<file path="src/rtl/fifo_wr_arbiter_pkg.sv">
// Shared types and helpers for the FIFO write-side scheduler and its rotate-priority picker.
// The optional header word is enabled by the FIFO_ARB_HDR_EN macro in the top module.
package fifo_arb_pkg;

  typedef enum logic [1:0] {
    IDLE  = 2'd0,
    BURST = 2'd1,
    HDR   = 2'd2
  } arb_state_e;

  // Widest requester vector the picker supports.
  localparam int RR_MAX = 8;

  // The header marker sits in the MSB of the data word.
  function automatic int hdr_mark_bit(input int dsize);
    return dsize - 1;
  endfunction

  // First set bit searching upward from ptr+1, modulo nreq; returns ptr when none is set.
  function automatic int rr_next(input logic [RR_MAX-1:0] req, input int ptr, input int nreq);
    int idx;
    rr_next = ptr;
    for (int k = nreq; k >= 1; k--) begin
      idx = (ptr + k) % nreq;
      if (req[idx]) rr_next = idx;
    end
  endfunction

endpackage

</file>
<file path="src/rtl/fifo_wr_arbiter_if.sv">
// Requester / FIFO write-port bundle shared between the write scheduler (slave) and its users (master).
interface fifo_wr_arbiter_if #(
  parameter int NREQ  = 4,
  parameter int DSIZE = 8
);
  localparam int OW = $clog2(NREQ);

  logic [NREQ-1:0]       req;
  logic [NREQ*DSIZE-1:0] req_data;
  logic [NREQ-1:0]       req_last;
  logic [NREQ-1:0]       ack;
  logic                  winc;
  logic [DSIZE-1:0]      wdata;
  logic                  wfull;
  logic                  busy;
  logic [OW-1:0]         owner;

  modport slave (
    input  req, req_data, req_last, wfull,
    output ack, winc, wdata, busy, owner
  );

  modport master (
    output req, req_data, req_last, wfull,
    input  ack, winc, wdata, busy, owner
  );

endinterface

</file>
<file path="src/rtl/fifo_wr_arbiter_rr_pick.sv">
// Combinational rotate-priority encoder: picks the first set req above rr_ptr, wrapping at NREQ.
module rr_pick
  import fifo_arb_pkg::*;
#(
  parameter int NREQ = 4,
  parameter int PW   = $clog2(NREQ)
) (
  input  logic [NREQ-1:0] req,
  input  logic [PW-1:0]   rr_ptr,
  output logic [PW-1:0]   sel,
  output logic            any
);

  if (NREQ < 2 || NREQ > RR_MAX) begin : g_bad_nreq
    $error("rr_pick: NREQ must be in 2..%0d", RR_MAX);
  end

  logic [RR_MAX-1:0] req_w;

  always_comb begin
    req_w = RR_MAX'(req);
    sel   = PW'(rr_next(req_w, int'(rr_ptr), NREQ));
    any   = |req;
  end

endmodule

</file>
<file path="src/rtl/fifo_wr_arbiter.sv">
// Round-robin, burst-granular, wfull-aware scheduler for the async FIFO write port.
// Define FIFO_ARB_HDR_EN to prefix every burst with a header word {1, zeros, owner}.
module fifo_wr_arbiter
  import fifo_arb_pkg::*;
#(
  parameter int NREQ      = 4,
  parameter int DSIZE     = 8,
  parameter int BURST_MAX = 16
) (
  input  logic              wclk,
  input  logic              wrst_n,
  fifo_wr_arbiter_if.slave  bus
);

  localparam int OW = $clog2(NREQ);
  localparam int CW = $clog2(BURST_MAX);

  if (BURST_MAX < 2 || (BURST_MAX & (BURST_MAX - 1)) != 0) begin : g_bad_burst
    $error("fifo_wr_arbiter: BURST_MAX must be a power of 2 and >= 2");
  end

  arb_state_e     state;
  logic [OW-1:0]  owner;
  logic [OW-1:0]  rr_ptr;
  logic [OW-1:0]  sel;
  logic [CW-1:0]  beat_cnt;
  logic           any;
  logic           own_req;
  logic           own_last;
  logic           accept;
  logic           burst_end;

  rr_pick #(.NREQ(NREQ), .PW(OW)) u_rr_pick (
    .req    (bus.req),
    .rr_ptr (rr_ptr),
    .sel    (sel),
    .any    (any)
  );

  assign own_req   = bus.req[owner];
  assign own_last  = bus.req_last[owner];
  assign accept    = (state == BURST) && own_req && !bus.wfull;
  assign burst_end = own_last || (beat_cnt == CW'(BURST_MAX - 1));

`ifdef FIFO_ARB_HDR_EN
  localparam int HDR_MARK_BIT = hdr_mark_bit(DSIZE);

  if (DSIZE <= OW) begin : g_bad_hdr
    $error("fifo_wr_arbiter: DSIZE must exceed $clog2(NREQ) for the header word");
  end

  logic [DSIZE-1:0] hdr_word;

  always_comb begin
    hdr_word               = '0;
    hdr_word[HDR_MARK_BIT] = 1'b1;
    hdr_word[OW-1:0]       = owner;
  end
`endif

  // wfull only rises after the filling write, so gating winc with the live flag never overruns.
  always_comb begin
    bus.ack   = '0;
    bus.winc  = 1'b0;
    bus.wdata = bus.req_data[int'(owner)*DSIZE +: DSIZE];
    if (accept) begin
      bus.ack[owner] = 1'b1;
      bus.winc       = 1'b1;
    end
`ifdef FIFO_ARB_HDR_EN
    if (state == HDR) begin
      bus.winc  = !bus.wfull;
      bus.wdata = hdr_word;
    end
`endif
  end

  assign bus.busy  = (state != IDLE);
  assign bus.owner = owner;

  always_ff @(posedge wclk or negedge wrst_n) begin
    if (!wrst_n) begin
      state    <= IDLE;
      owner    <= '0;
      rr_ptr   <= OW'(NREQ - 1);
      beat_cnt <= '0;
    end else begin
      case (state)
        IDLE: begin
          if (any) begin
            owner    <= sel;
            beat_cnt <= '0;
`ifdef FIFO_ARB_HDR_EN
            state    <= HDR;
`else
            state    <= BURST;
`endif
          end
        end
`ifdef FIFO_ARB_HDR_EN
        HDR: begin
          if (!bus.wfull) state <= BURST;
        end
`endif
        BURST: begin
          // A dropped req without last abandons the burst; no write happens that cycle.
          if (!own_req) begin
            state  <= IDLE;
            rr_ptr <= owner;
          end else if (!bus.wfull) begin
            beat_cnt <= beat_cnt + CW'(1);
            if (burst_end) begin
              state  <= IDLE;
              rr_ptr <= owner;
            end
          end
        end
        default: state <= IDLE;
      endcase
    end
  end

endmodule

</file>
<file path="src/flat_wrapper.sv">
// flat-port wrapper written by rule: the top's interface ports become plain ports
module fifo_wr_arbiter_flat import fifo_arb_pkg::*;
#(
  parameter int NREQ      = 4,
  parameter int DSIZE     = 8,
  parameter int BURST_MAX = 16
)
  (wclk, wrst_n, bus_req, bus_req_data, bus_req_last, bus_wfull, bus_ack, bus_winc, bus_wdata, bus_busy, bus_owner);
  fifo_wr_arbiter_if #(.NREQ(NREQ), .DSIZE(DSIZE)) bus_i ();
  input  logic wclk;
  input  logic wrst_n;
  input wire logic [$bits(bus_i.req)-1:0] bus_req;
  input wire logic [$bits(bus_i.req_data)-1:0] bus_req_data;
  input wire logic [$bits(bus_i.req_last)-1:0] bus_req_last;
  input wire logic [$bits(bus_i.wfull)-1:0] bus_wfull;
  output wire logic [$bits(bus_i.ack)-1:0] bus_ack;
  output wire logic [$bits(bus_i.winc)-1:0] bus_winc;
  output wire logic [$bits(bus_i.wdata)-1:0] bus_wdata;
  output wire logic [$bits(bus_i.busy)-1:0] bus_busy;
  output wire logic [$bits(bus_i.owner)-1:0] bus_owner;
  assign bus_i.req = bus_req;
  assign bus_i.req_data = bus_req_data;
  assign bus_i.req_last = bus_req_last;
  assign bus_i.wfull = bus_wfull;
  assign bus_ack = bus_i.ack;
  assign bus_winc = bus_i.winc;
  assign bus_wdata = bus_i.wdata;
  assign bus_busy = bus_i.busy;
  assign bus_owner = bus_i.owner;
  fifo_wr_arbiter #(.NREQ(NREQ), .DSIZE(DSIZE), .BURST_MAX(BURST_MAX)) u_core (.wclk(wclk), .wrst_n(wrst_n), .bus(bus_i));
endmodule
</file>
<file path="config.mk">
export PLATFORM = sky130hd
export DESIGN_NAME = fifo_wr_arbiter_flat
export DESIGN_NICKNAME = d
export VERILOG_FILES = /design/src/rtl/fifo_wr_arbiter_pkg.sv /design/src/rtl/fifo_wr_arbiter_if.sv /design/src/rtl/fifo_wr_arbiter_rr_pick.sv /design/src/rtl/fifo_wr_arbiter.sv /design/src/flat_wrapper.sv
export SDC_FILE = /design/constraint.sdc
export NUM_CORES = 1
export LEC_CHECK = 0
export ABC_AREA = 1
export CAP_MARGIN = 20
export CORE_UTILIZATION = 37
export DETAILED_ROUTE_END_ITERATION = 6
export PLACE_DENSITY = 0.86
export SYNTH_ARGS = -nofsm -noshare
export SYNTH_HDL_FRONTEND = slang
export SYNTH_SLANG_ARGS = --single-unit
</file>
<file path="constraint.sdc">
create_clock -name wclk -period 2.1 [get_ports wclk]
set_clock_uncertainty 0.1 [all_clocks]
set_input_delay 0.42 -clock wclk [delete_from_list [all_inputs] [get_ports wclk]]
set_output_delay 0.42 -clock wclk [all_outputs]
set_load 0.05 [all_outputs]
</file>
# Yosys cells after proc, flatten, opt, wreduce, memory -nomap -nowiden
# Index checks and enable logic that the tools add are counted.
word_totals:
  inputBits: 43
  regBits: 10
classes:
  add_sub_neg: 5
  bitwise_logic: 4
  eq_ne: 9
  n_shift: 1
  order_cmp: 6
  reduce_logical: 17
  n_mux: 36
op_table:
  columns: ["cell", "n"]
  rows:
  - ["$shiftx 32x6->8", 1]
  - ["$mux 2", 11]
  - ["$lt 3x5->1 const B", 4]
  - ["$mux 4", 4]
  - ["$bmux 1 s3", 4]
  - ["$mux 1", 12]
  - ["$pmux 4 s2", 1]
  - ["$reduce_or 2->1", 4]
  - ["$ne 2x2->1 const B", 3]
  - ["$ne 3x3->1 const B", 2]
  - ["$reduce_and 3->1", 2]
  - ["$add 2x1->2 const B", 2]
  - ["$add 2x2->2 const B", 2]
  - ["$add 4x1->4 const B", 1]
  - ["$and 1x1->1 const A", 4]
  - ["$bmux 1 s2", 2]
  - ["$eq 4x4->1 const B", 1]
  - ["$ne 2x1->1 const B", 2]
  - ["$pmux 2 s2", 1]
  - ["$reduce_and 4->1", 1]
  - ["$reduce_bool 2->1", 2]
  - ["$reduce_or 4->1", 1]
  - ["$logic_and 1x1->1", 3]
  - ["$lt 2x3->1 const B", 1]
  - ["other kinds (7)", 7]

# Logic depth before layout (Yosys ltp)
# Gate-level depths: netlist (run 1).
logic_depth:
  depth_word: 10
  ltp_mapped: 11
  mapped_depth_nobuf: 10

# Modules after synthesis
# From an unflattened synthesis (run 1), not the netlist that was laid out.
unflattened:
  cells_unflattened: 158
  area_unflattened_um2: 984.7
by_module_without_submodules:
  columns: ["module", "cells_per_inst", "instances", "area_per_inst_um2"]
  rows:
  - ["fifo_wr_arbiter", 115, 1, 780.7]
  - ["rr_pick", 43, 1, 203.9]

# Least setup slack after synthesis (run 1)
# No wires, ideal clock.
synth_path:
  path_kind: "reg2out"
  from: "reg u_core.owner[0] (netlist: u_core.bus.owner[0])"
  to: "out bus_ack[0]"
  path_stages_with_launch: 8
  slack_ns: -0.859
  arrival_ns: 2.439
  path_cell_list: "dfrtp_1 > buf_6 > inv_4 > nor2_2 > nand2_2 > nand4_4 > nand2_4 > nor3_1"
synth_via:
  elab_chain_len: 5
synth_lines:
  columns: ["element", "line", "source"]
  rows:
  - ["from (decl)", "fifo_wr_arbiter.sv:23", "logic [OW-1:0] owner;"]
  - ["from (signal assigned)", "fifo_wr_arbiter.sv:91", "owner <= sel;"]
  - ["$lt 2x3->1 (implied by the code), or another cell as far along", "fifo_wr_arbiter.sv:67", "bus.ack[owner] = 1'b1;"]
  - ["$logic_and 1x1->1 (implied by the code) / $mux 1 (equally long branches)", "fifo_wr_arbiter.sv:67, fifo_wr_arbiter.sv:40", null]
  - ["$mux 1 (implied by the code) / $logic_and 1x1->1 (equally long branches)", "fifo_wr_arbiter.sv:67, fifo_wr_arbiter.sv:42", null]
  - ["$demux 1 s2 / $logic_and 1x1->1 (equally long branches)", null, null]
  - ["$mux 4 (*)", "fifo_wr_arbiter.sv:66", "if (accept) begin"]
  - ["to (decl)", "flat_wrapper.sv:16", "output wire logic [$bits(bus_i.ack)-1:0] bus_ack;"]
# Every way passes the cells marked *; elsewhere a longest branch is shown, timed or not. The select of a mux whose other input is x is not followed.

# Final worst setup path (run 1)
layout_path:
  from: "in bus_req[0]"
  to: "out bus_ack[0]"
layout_via:
  elab_chain_len: 5
layout_lines:
  columns: ["element", "line", "source"]
  rows:
  - ["from (decl)", "flat_wrapper.sv:12", "input wire logic [$bits(bus_i.req)-1:0] bus_req;"]
  - ["$bmux 1 s2", "fifo_wr_arbiter.sv:40", "assign own_req = bus.req[owner];"]
  - ["$mux 1 (implied by the code)", "fifo_wr_arbiter.sv:40", null]
  - ["$logic_and 1x1->1 (2 in a row)", "fifo_wr_arbiter.sv:42", "assign accept = (state == BURST) && own_req && !bus.wfull;"]
  - ["$mux 4", "fifo_wr_arbiter.sv:66", null]
# No other way between the ends. The select of a mux whose other input is x is not followed.

==> results of run 1 <==
[metrics by stage]
step,total power (uW),utilization [%]
2_1_floorplan,1900,-
6_report,3270,80.1
4_1_cts,3100,77.1
3_3_place_gp,2800,73.2
5_1_grt,3470,80.1
3_5_place_dp,2830,73.2
[worst max path at each step]
stage	cells after the start	to	start
2_1_floorplan	6	bus_ack[0]	u_core.bus.owner[1]
6_report	6	bus_ack[0]	bus_req[0]
5_1_grt	7	bus_ack[0]	u_core.bus.owner[0]
4_1_cts	8	bus_winc	u_core.bus.owner[0]
3_5_place_dp	6	bus_ack[0]	bus_req[2]
3_3_place_gp	6	bus_ack[0]	bus_req[2]
[power by group through the flow]
stage               registers (uW)  logic [uW]  clock network [uW]
finish                         386        2760                 124
floorplan                      413        1490                   0
CTS                            381        2580                 130
global placement               418        2380                   0
detailed placement             418        2420                   0
global route                   399        2930                 140
[flip-flops by register name, indices dropped and copies added, names as in the netlist]
register / cells
u_core.beat_cnt: 4
u_core.bus.owner: 2
u_core.rr_ptr: 2
u_core.state: 1
[worst reg2reg max path, delay by kind of cell, from the launching register on]
kind                   cells  cell delay, ns
buffers and inverters      4            0.48
DFF                        1            0.46
and+or+nand+nor            7            0.70
[cell type report]
| type | count | area [sq um] | area share [%] |
|---|---|---|---|
| flip-flops and latches | 9 | 231 | 11.6 |
| inverters | 17 | 81.3 | 4.06 |
| well taps | 30 | 37.5 | 1.87 |
| multi-input cells | 125 | 706 | 35.2 |
| repair buffers | 82 | 921 | 46.0 |
| clock buffers | 4 | 26.3 | 1.31 |
[cells in the final DEF (no fill, tap or decap), types with 2 or more instances in the layout]
| master | synthesis | routed |
|---|---|---|
| nand2_1 | 56 | 54 |
| dfrtp_2 | 0 | 3 |
| inv_1 | 14 | 14 |
| a21oi_1 | 3 | 3 |
| buf_6 | 3 | 3 |
| clkbuf_4 | 0 | 3 |
| nor2_4 | 1 | 5 |
| dfstp_2 | 2 | 2 |
| buf_12 | 0 | 15 |
| clkdlybuf4s50_1 | 0 | 42 |
| nor2_1 | 10 | 7 |
| dfrtp_1 | 7 | 4 |
| nand2_4 | 2 | 3 |
| a22oi_1 | 8 | 7 |
| nand2_2 | 3 | 3 |
| nand3_1 | 29 | 29 |
| buf_4 | 0 | 21 |
[per-layer routing]
metal,vias to the layer above,GRT usage [%]
met4,0,6.58
met5,-,0
li1,670,-
met2,57,46.5
met1,617,22.5
met3,2,5.37
[logic make-up after synthesis]
family / synth area share, %
AND/OR/NAND/NOR: 53.4
AO/OA/AOI/OAI: 8.98
adder cells (fa/ha/maj): 1.26
XOR/XNOR: 0.885
flip-flops: 23.0
buffers and inverters: 12.5
[repair_timing]
action	4_1_cts	5_1_grt
setup endpoints to repair	13	9
setup buffers	7	7
pin swaps	4	6
gates resized for setup	7	3
==> impl_metrics.csv, run 1 <==
group,metric,value,unit
timing,drv_slew,0,
timing,timing.final.ws_setup,-0.0715,ns
routing,vias,1346,
pwr,p_comb_share,84.4,%
finish,drive_gt1_share,29.5,%
pwr,swShare,52.1,%
timing,period_share,103,%
routing,wl_met3,352,microns
status,violations,"setup timing",
clock_network,numClockSinks,9,
worst_setup_path,crit_arrival,1.65,ns
synthesis,netlist.area_leader.share,21.2,%
pwr,peakVddDrop,1.52,mV
routing,wl_met1,1.43,mm
timing,hold_viol,0,
worst_setup_path,path_delay_family,"buffers and inverters",
die,io_pins,59,
worst_setup_path,reg2reg_slack,0.31,ns
timing,tightest_slew,0.488,ns
die,core-area,2500,sq um
routing,ant_nets,0,
finish,fin_area,2000,sq um
timing,rsz0062_at_grt,"true",
pwr,p_seq_share,11.8,%
timing,maxSlewHeadroom,67.4,%
synthesis,synth.largest_area_cell,"nand2_1",
clock_network,cts_made_buffers,3,
flow_run,drv_cap,0,
global_routing,grt_max_degree,11,
die,die_x,53.7,microns
min_path,hold_path.class,"input port to async pin",
worst_setup_path,path_class,"input port to output pin",
routing,firstDrtPassIters,4,
synthesis,syn_area,990,sq um
global_routing,grt_overflow,0,
finish,syn_to_final_growth,102,%
placement,dpl.cell_count,249,
global_routing,grt.total_usage,23.0,%
synthesis,yosysWarnings,0,
synthesis,synth-seq-cells,9,
placement,place_congestion,0.851,
global_routing,antenna_found_initial,0,
worst_setup_path,r2r_start,"u_core.bus.owner[1]",
routing,wl,3.85,mm
finish,antenna_cells,0,
synthesis,ys_top_cells_by_count,"56 x nand2_1, 29 x nand3_1, 14 x inv_1, 10 x nor2_1, 8 x a22oi_1",
pwr,p_switching,1700,uW
synthesis,synth_ff_type,"dfrtp_1",
routing,drt_iter0_markers,39,
worst_setup_path,crit_chain,"clkdlybuf4s50_1 > nand2_2 > nand4_4 > nand2_8 > nor3_4 > buf_12",
clock_network,cts_tree,"yes",
routing,vias_per_cell,5.04,
global_routing,grt_pass1_vias,1221,
worst_setup_path,path_max_fanout,5,
finish,final_cells,267,
routing,wl_per_cell,14.4,microns
worst_setup_path,cp-end-kind,"output pin",
synthesis,synth_area_leaders,"nand2_1 21%, dfrtp_1 18%, nand3_1 15%",
clock_network,h-tree-depth,1,
worst_setup_path,required,1.58,ns
synthesis,ys_seq_area_share,23.0,%
synthesis,synthDistinctLibCells,28,
timing,finalSetupViolations,6,
placement,hpwlAfterDp,2.54,mm
worst_setup_path,critical-path-slowest-cell,"clkdlybuf4s50_1",
clock_network,clock_latency,0.25,ns
clock_network,cts_hold_buf,0,
finish,final_nets,282,
timing,hold_ws,0.365,ns
timing,tns,-0.259,ns
die,dieHeight,53.7,microns
pwr,power.leakage,0.000958,uW
die,row_count,18,
finish,fillers,145,
pwr,clkPwrFrac,3.8,%
timing,fin_crit,2.17,ns
pwr,internal-power,1570,uW
placement,post-place-ws,-0.0483,ns
synthesis,synthArstFlopShare,100,%
placement,place_area,1830,sq um
global_routing,grt_pass1_wl,4.86,mm
pwr,power.density,1630,nW/um^2
worst_setup_path,worstRegToRegCells,11,
worst_setup_path,cp-start-kind,"input port",
routing,drc,0,
clock_network,cts-root-buf,"clkbuf_4",
placement,io_buffers,58,
synthesis,syn_nets,200,
synthesis,yosysMostFrequentCell,"nand2_1",
synthesis,syn_inst,156,
synthesis,avgSynthCellArea,6.34,sq um
worst_setup_path,crit_buf_inv,2,
status,status,"finished, violations left",
worst_setup_path,critical-path-max-stage-delay,0.51,ns
routing,highest_layer,"met4",
synthesis,synth_edf_count,0,
die,initial_core_util,39.6,%
clock_network,clk_pin_slew,0.06,ns
worst_setup_path,rr_endpoint,"u_core.rr_ptr[0]",
timing,fmax,461,MHz
clock_network,cts_buffer_depth,2,
routing,route.met2.wl,2.04,mm
die,dieArea,2890,sq um
Power figures use the tool's default switching activity.
==> run 2: changes to the inputs <==
==> constraint.sdc (replaced) <==
create_clock -name wclk -period 2.1 [get_ports wclk]
set_clock_uncertainty 0.1 [all_clocks]
set_input_delay 0.42 -clock wclk [delete_from_list [all_inputs] [get_ports wclk]]
set_output_delay 0.42 -clock wclk [all_outputs]
set_load 0.1 [all_outputs]
==> impl_metrics.csv, run 2 (same netlist as run 1, synthesis figures left out) <==
group,metric,value,unit
status,status,"finished, violations left",
status,violations,"setup timing",
finish,final_nets,282,
worst_setup_path,reg2reg_slack,0.29,ns
placement,io_buffers,58,
worst_setup_path,path_max_fanout,5,
finish,drive_gt1_share,37.1,%
timing,hold_viol,0,
finish,largest-register,"u_core.beat_cnt",
finish,fin_area,2090,sq um
clock_network,clk_pin_slew,0.06,ns
worst_setup_path,critical-path-slowest-cell,"dfrtp_4",
timing,fin_crit,2.18,ns
global_routing,grt.total_usage,34.2,%
die,dieHeight,53.7,microns
worst_setup_path,path_class,"flop to output pin",
worst_setup_path,critical-path-max-stage-delay,0.49,ns
global_routing,grt_pass1_vias,1440,
die,initial_core_util,39.6,%
timing,rsz0062_at_grt,"true",
die,die_x,53.7,microns
worst_setup_path,crit_top_cell,"nor2_4",
min_path,hold_path.class,"input port to async pin",
worst_setup_path,crit_buf_inv,3,
routing,vias_per_cell,5.54,
finish,reg_top3,"u_core.beat_cnt x4, u_core.bus.owner x2, u_core.rr_ptr x2",
routing,wl,4.82,mm
clock_network,numClockSinks,9,
placement,place_congestion,0.747,
finish,register_area,239,sq um
worst_setup_path,crit_chain,"inv_4 > nor2_4 > nand2_2 > nand4_4 > nand2_8 > buf_6 > nor2_4 > buf_12",
clock_network,cts_buffer_depth,2,
flow_run,drv_cap,0,
global_routing,grt_overflow,0,
clock_network,cts_made_buffers,3,
clock_network,cts-root-buf,"clkbuf_4",
placement,place_area,1900,sq um
finish,antenna_cells,0,
finish,final_core_util,83.5,%
routing,drc,0,
worst_setup_path,path_delay_family,"simple AND/OR/NAND/NOR gates",
clock_network,h-tree-depth,1,
finish,mostFrequentLayoutCells,"54 x nand2_1, 41 x clkdlybuf4s50_1, 20 x buf_4, 19 x nand3_1, 15 x buf_12",
clock_network,clock_latency,0.26,ns
global_routing,antenna_found_initial,0,
worst_setup_path,cp-end-kind,"output pin",
die,dieArea,2890,sq um
routing,ant_nets,0,
finish,final_common_cell,"nand2_1",
die,row_count,18,
routing,vias,1479,
finish,fillers,125,
worst_setup_path,cp-start-kind,"flop",
clock_network,cts_tree,"yes",
routing,firstDrtPassIters,5,
routing,drt_iter0_markers,84,
timing,period_share,104,%
worst_setup_path,crit_arrival,1.66,ns
die,core-area,2500,sq um
timing,maxSlewHeadroom,74.6,%
timing,drv_slew,0,
placement,hpwlAfterDp,3.03,mm
global_routing,grt_pass1_wl,7.04,mm
timing,fmax,458,MHz
timing,finalSetupViolations,6,
timing,timing.final.ws_setup,-0.0828,ns
routing,wl_per_cell,18.0,microns
pwr,power.density,1950,nW/um^2
pwr,power.leakage,0.000989,uW
finish,multi_input_area,786,sq um
pwr,peakVddDrop,1.66,mV
die,io_pins,59,
timing,tightest_slew,0.379,ns
finish,largest_register_ffs,4,
worst_setup_path,required,1.58,ns
global_routing,grt_max_degree,12,
clock_network,cts_hold_buf,0,
finish,syn_to_final_growth,111,%
## run 2: routing by layer
layer / global-route usage (%) / vias up / part of all wire [%]
met3: 11.0 / 16 / 11
met2: 60.1 / 108 / 52
met4: 17.5 / 0 / 3.0
met5: 0 / - / 0
li1: - / 670 / -
met1: 35.9 / 685 / 34
## run 2: worst register-to-register path: cells and delay by family (launching register included)
kind,cells,cell delay [ns]
buffers and inverters,5,0.56
AND/OR/NAND/NOR,4,0.45
AO/OA/AOI/OAI,1,0.04
flip-flops,1,0.54
## run 2: path summary, 6_finish.rpt
kind | from | endpoint | depth (start not counted)
setup reg to reg | u_core.bus.owner[1] | u_core.beat_cnt[0] | 10
setup / recovery | u_core.bus.owner[0] | bus_ack[2] | 8
min in group wclk | u_core.rr_ptr[1] | u_core.rr_ptr[1] | 2
hold / removal | wrst_n | u_core.bus.owner[1] | 1
max in group asynchronous | wrst_n | u_core.bus.owner[0] | 1
hold reg to reg | u_core.rr_ptr[1] | u_core.rr_ptr[1] | 2
## run 2: what timing repair did
action / CTS / global route
pin swaps: 7 / 3
gates cloned: 0 / 0
endpoints found under the setup margin: 5 / 13
setup buffers: 12 / 0
endpoints found under the hold margin: 0 / 0
resized for setup: 15 / 4
## run 2: cell type report
type                       count  share of cell area (%)
tap                           30                    1.80
sequential                     9                    11.4
inverter                      17                    3.54
multi-input combinational    125                    37.6
clock buffer                   4                    1.26
timing repair buffer          82                    44.3
## run 2: report_power, final
group / total [uW] / leakage (uW) / switching [uW] / internal (uW)
clock network: 128 / 0.0000150 / 54.8 / 72.8
logic: 3540 / 0.000866 / 2260 / 1280
registers: 414 / 0.000108 / 135 / 279
total: 4080 / 0.000989 / 2450 / 1630
## run 2: per-stage QoR
stage	setup TNS (ns)	setup WS, ns	total power [uW]	hold WS [ns]	cells
2_1_floorplan	-1.21	-0.542	2550	0.0244	156
3_3_place_gp	-0.145	-0.0789	3510	0.405	252
3_5_place_dp	-0.218	-0.122	3600	0.424	252
4_1_cts	-0.194	-0.0713	3990	0.347	268
5_1_grt	-0.843	-0.124	4250	0.361	267
6_report	-0.376	-0.0828	4080	0.344	267
==> run 3: changes to the inputs <==
--- a/config.mk
+++ b/config.mk
@@ -10,6 +10,8 @@
 export CORE_UTILIZATION = 37
 export DETAILED_ROUTE_END_ITERATION = 6
 export PLACE_DENSITY = 0.86
+export RECOVER_POWER = 25
+export REMOVE_ABC_BUFFERS = 1
 export SYNTH_ARGS = -nofsm -noshare
 export SYNTH_HDL_FRONTEND = slang
 export SYNTH_SLANG_ARGS = --single-unit
==> impl_metrics.csv, run 3 (same netlist as run 1, synthesis figures left out) <==
group,metric,value,unit
worst_setup_path,crit_chain,"clkdlybuf4s50_1 > nand2_2 > nand4_4 > nand2_4 > nor3_2 > buf_4 > buf_12",
finish,final_nets,279,
placement,hpwlAfterDp,2.64,mm
routing,vias,1347,
timing,drv_slew,0,
pwr,swShare,59.3,%
clock_network,cts_buffer_depth,2,
routing,drt_iter0_markers,51,
finish,final_cells,264,
status,status,"complete, no violations",
routing,wl_per_cell,13.1,microns
worst_setup_path,critical-path-max-stage-delay,0.50,ns
pwr,peakVddDrop,2.38,mV
flow_run,drv_cap,0,
pwr,clkPwrFrac,3.5,%
pwr,p_seq_share,10.2,%
routing,firstDrtPassIters,4,
pwr,internal-power,1520,uW
finish,final_common_cell,"nand2_1",
pwr,power.leakage,0.000940,uW
clock_network,clk_pin_slew,0.07,ns
worst_setup_path,critical-path-slowest-cell,"clkdlybuf4s50_1",
routing,vias_per_cell,5.10,
pwr,power.density,1920,nW/um^2
timing,hold_ws,0.414,ns
worst_setup_path,crit_arrival,1.57,ns
finish,largest-register,"u_core.beat_cnt",
die,row_count,18,
worst_setup_path,worstRegToRegCells,9,
routing,ant_nets,0,
min_path,hold_path.class,"input port to async pin",
global_routing,grt.total_usage,21.7,%
global_routing,grt_pass1_wl,4.65,mm
timing,rsz0062_at_grt,"true",
placement,place_congestion,0.889,
finish,largest_register_ffs,4,
die,core-area,2500,sq um
clock_network,cts_hold_buf,0,
finish,multi_input_area,686,sq um
timing,fin_crit,2.09,ns
timing,timing.final.ws_setup,0.0108,ns
placement,post-place-ws,-0.119,ns
worst_setup_path,path_class,"input port to output pin",
routing,wl,3.45,mm
placement,dpl.cell_count,254,
clock_network,numClockSinks,9,
clock_network,cts_made_buffers,3,
finish,fillers,161,
worst_setup_path,required,1.58,ns
global_routing,antenna_found_initial,0,
global_routing,grt_pass1_vias,1157,
worst_setup_path,cp-end-kind,"output pin",
die,dieArea,2890,sq um
placement,io_buffers,58,
global_routing,grt_overflow,0,
global_routing,grt_max_degree,11,
finish,reg_top3,"u_core.beat_cnt x4, u_core.bus.owner x2, u_core.rr_ptr x2",
die,initial_core_util,39.6,%
finish,syn_to_final_growth,96.5,%
worst_setup_path,path_max_fanout,5,
pwr,p_switching,2220,uW
clock_network,cts-root-buf,"clkbuf_4",
timing,hold_viol,0,
finish,drive_gt1_share,29.9,%
die,die_x,53.7,microns
clock_network,h-tree-depth,1,
timing,period_share,99.5,%
finish,antenna_cells,0,
finish,register_area,230,sq um
clock_network,clock_latency,0.26,ns
timing,tightest_slew,0.398,ns
timing,finalSetupViolations,0,
worst_setup_path,cp-start-kind,"input port",
timing,maxSlewHeadroom,73.4,%
die,dieHeight,53.7,microns
timing,fmax,479,MHz
clock_network,cts_tree,"yes",
die,io_pins,59,
routing,drc,0,
finish,mostFrequentLayoutCells,"54 x nand2_1, 38 x clkdlybuf4s50_1, 29 x nand3_1, 20 x buf_4, 15 x buf_12",
pwr,p_comb_share,86.3,%
[run 3: path summary, 6_finish.rpt]
check	startpoint	endpoint	slack, ns
worst max-delay path	bus_req[1]	bus_ack[0]	0.01
worst min-delay path	wrst_n	u_core.state[0]	0.41
worst max register to register	u_core.rr_ptr[0]	u_core.bus.owner[0]	0.46
worst min register to register	u_core.rr_ptr[1]	u_core.rr_ptr[1]	0.43
max in group asynchronous	wrst_n	u_core.rr_ptr[0]	1.17
min in group wclk	u_core.rr_ptr[1]	u_core.rr_ptr[1]	0.43
[run 3: worst max-delay path: cells and delay by family]
| kind | cells | cell delay (ns) |
|---|---|---|
| buf+inv | 3 | 0.80 |
| simple gates | 4 | 0.33 |
[run 3: layer usage]
layer  share of wire (%)  GRT usage [%]  up-vias
li1                    -              -      666
met1                  37           23.6      613
met2                  51           40.3       64
met3                  12           5.65        4
met4                0.49           6.58        0
met5                   0              0        -
[run 3: area by class of cell]
class                      count  area share (%)
tap                           30            1.93
sequential                     9            11.8
clock inverter                 1           0.257
multi-input combinational    125            35.3
clock buffer                   3            1.16
timing repair buffer          79            45.8
inverter                      17            3.80
[run 3: what timing repair did]
item | in CTS | in global routing
gates resized for setup | 12 | 7
pin swaps | 0 | 5
endpoints found under the setup margin | 11 | 12
setup buffers | 2 | 4
[run 3: metrics by stage]
stage          area [sq um]  total power, uW  TNS [ns]  utilization (%)
2_1_floorplan           937             2300    -15.68                -
3_3_place_gp           1820             3390    -0.199             72.6
3_5_place_dp           1820             3440    -0.289             72.6
4_1_cts                1880             3630         0             75.3
5_1_grt                1940             3930    -0.178             77.8
6_report               1940             3740         0             77.8
[run 3: power by group through the flow]
stage                     sequential [uW]  clock [uW]  combinational (uW)
after detailed placement              374           0                3060
after global routing                  392         141                3400
final                                 382         130                3230
after CTS                             370         136                3130
after global placement                371           0                3020
after floorplan                       589           0                1710
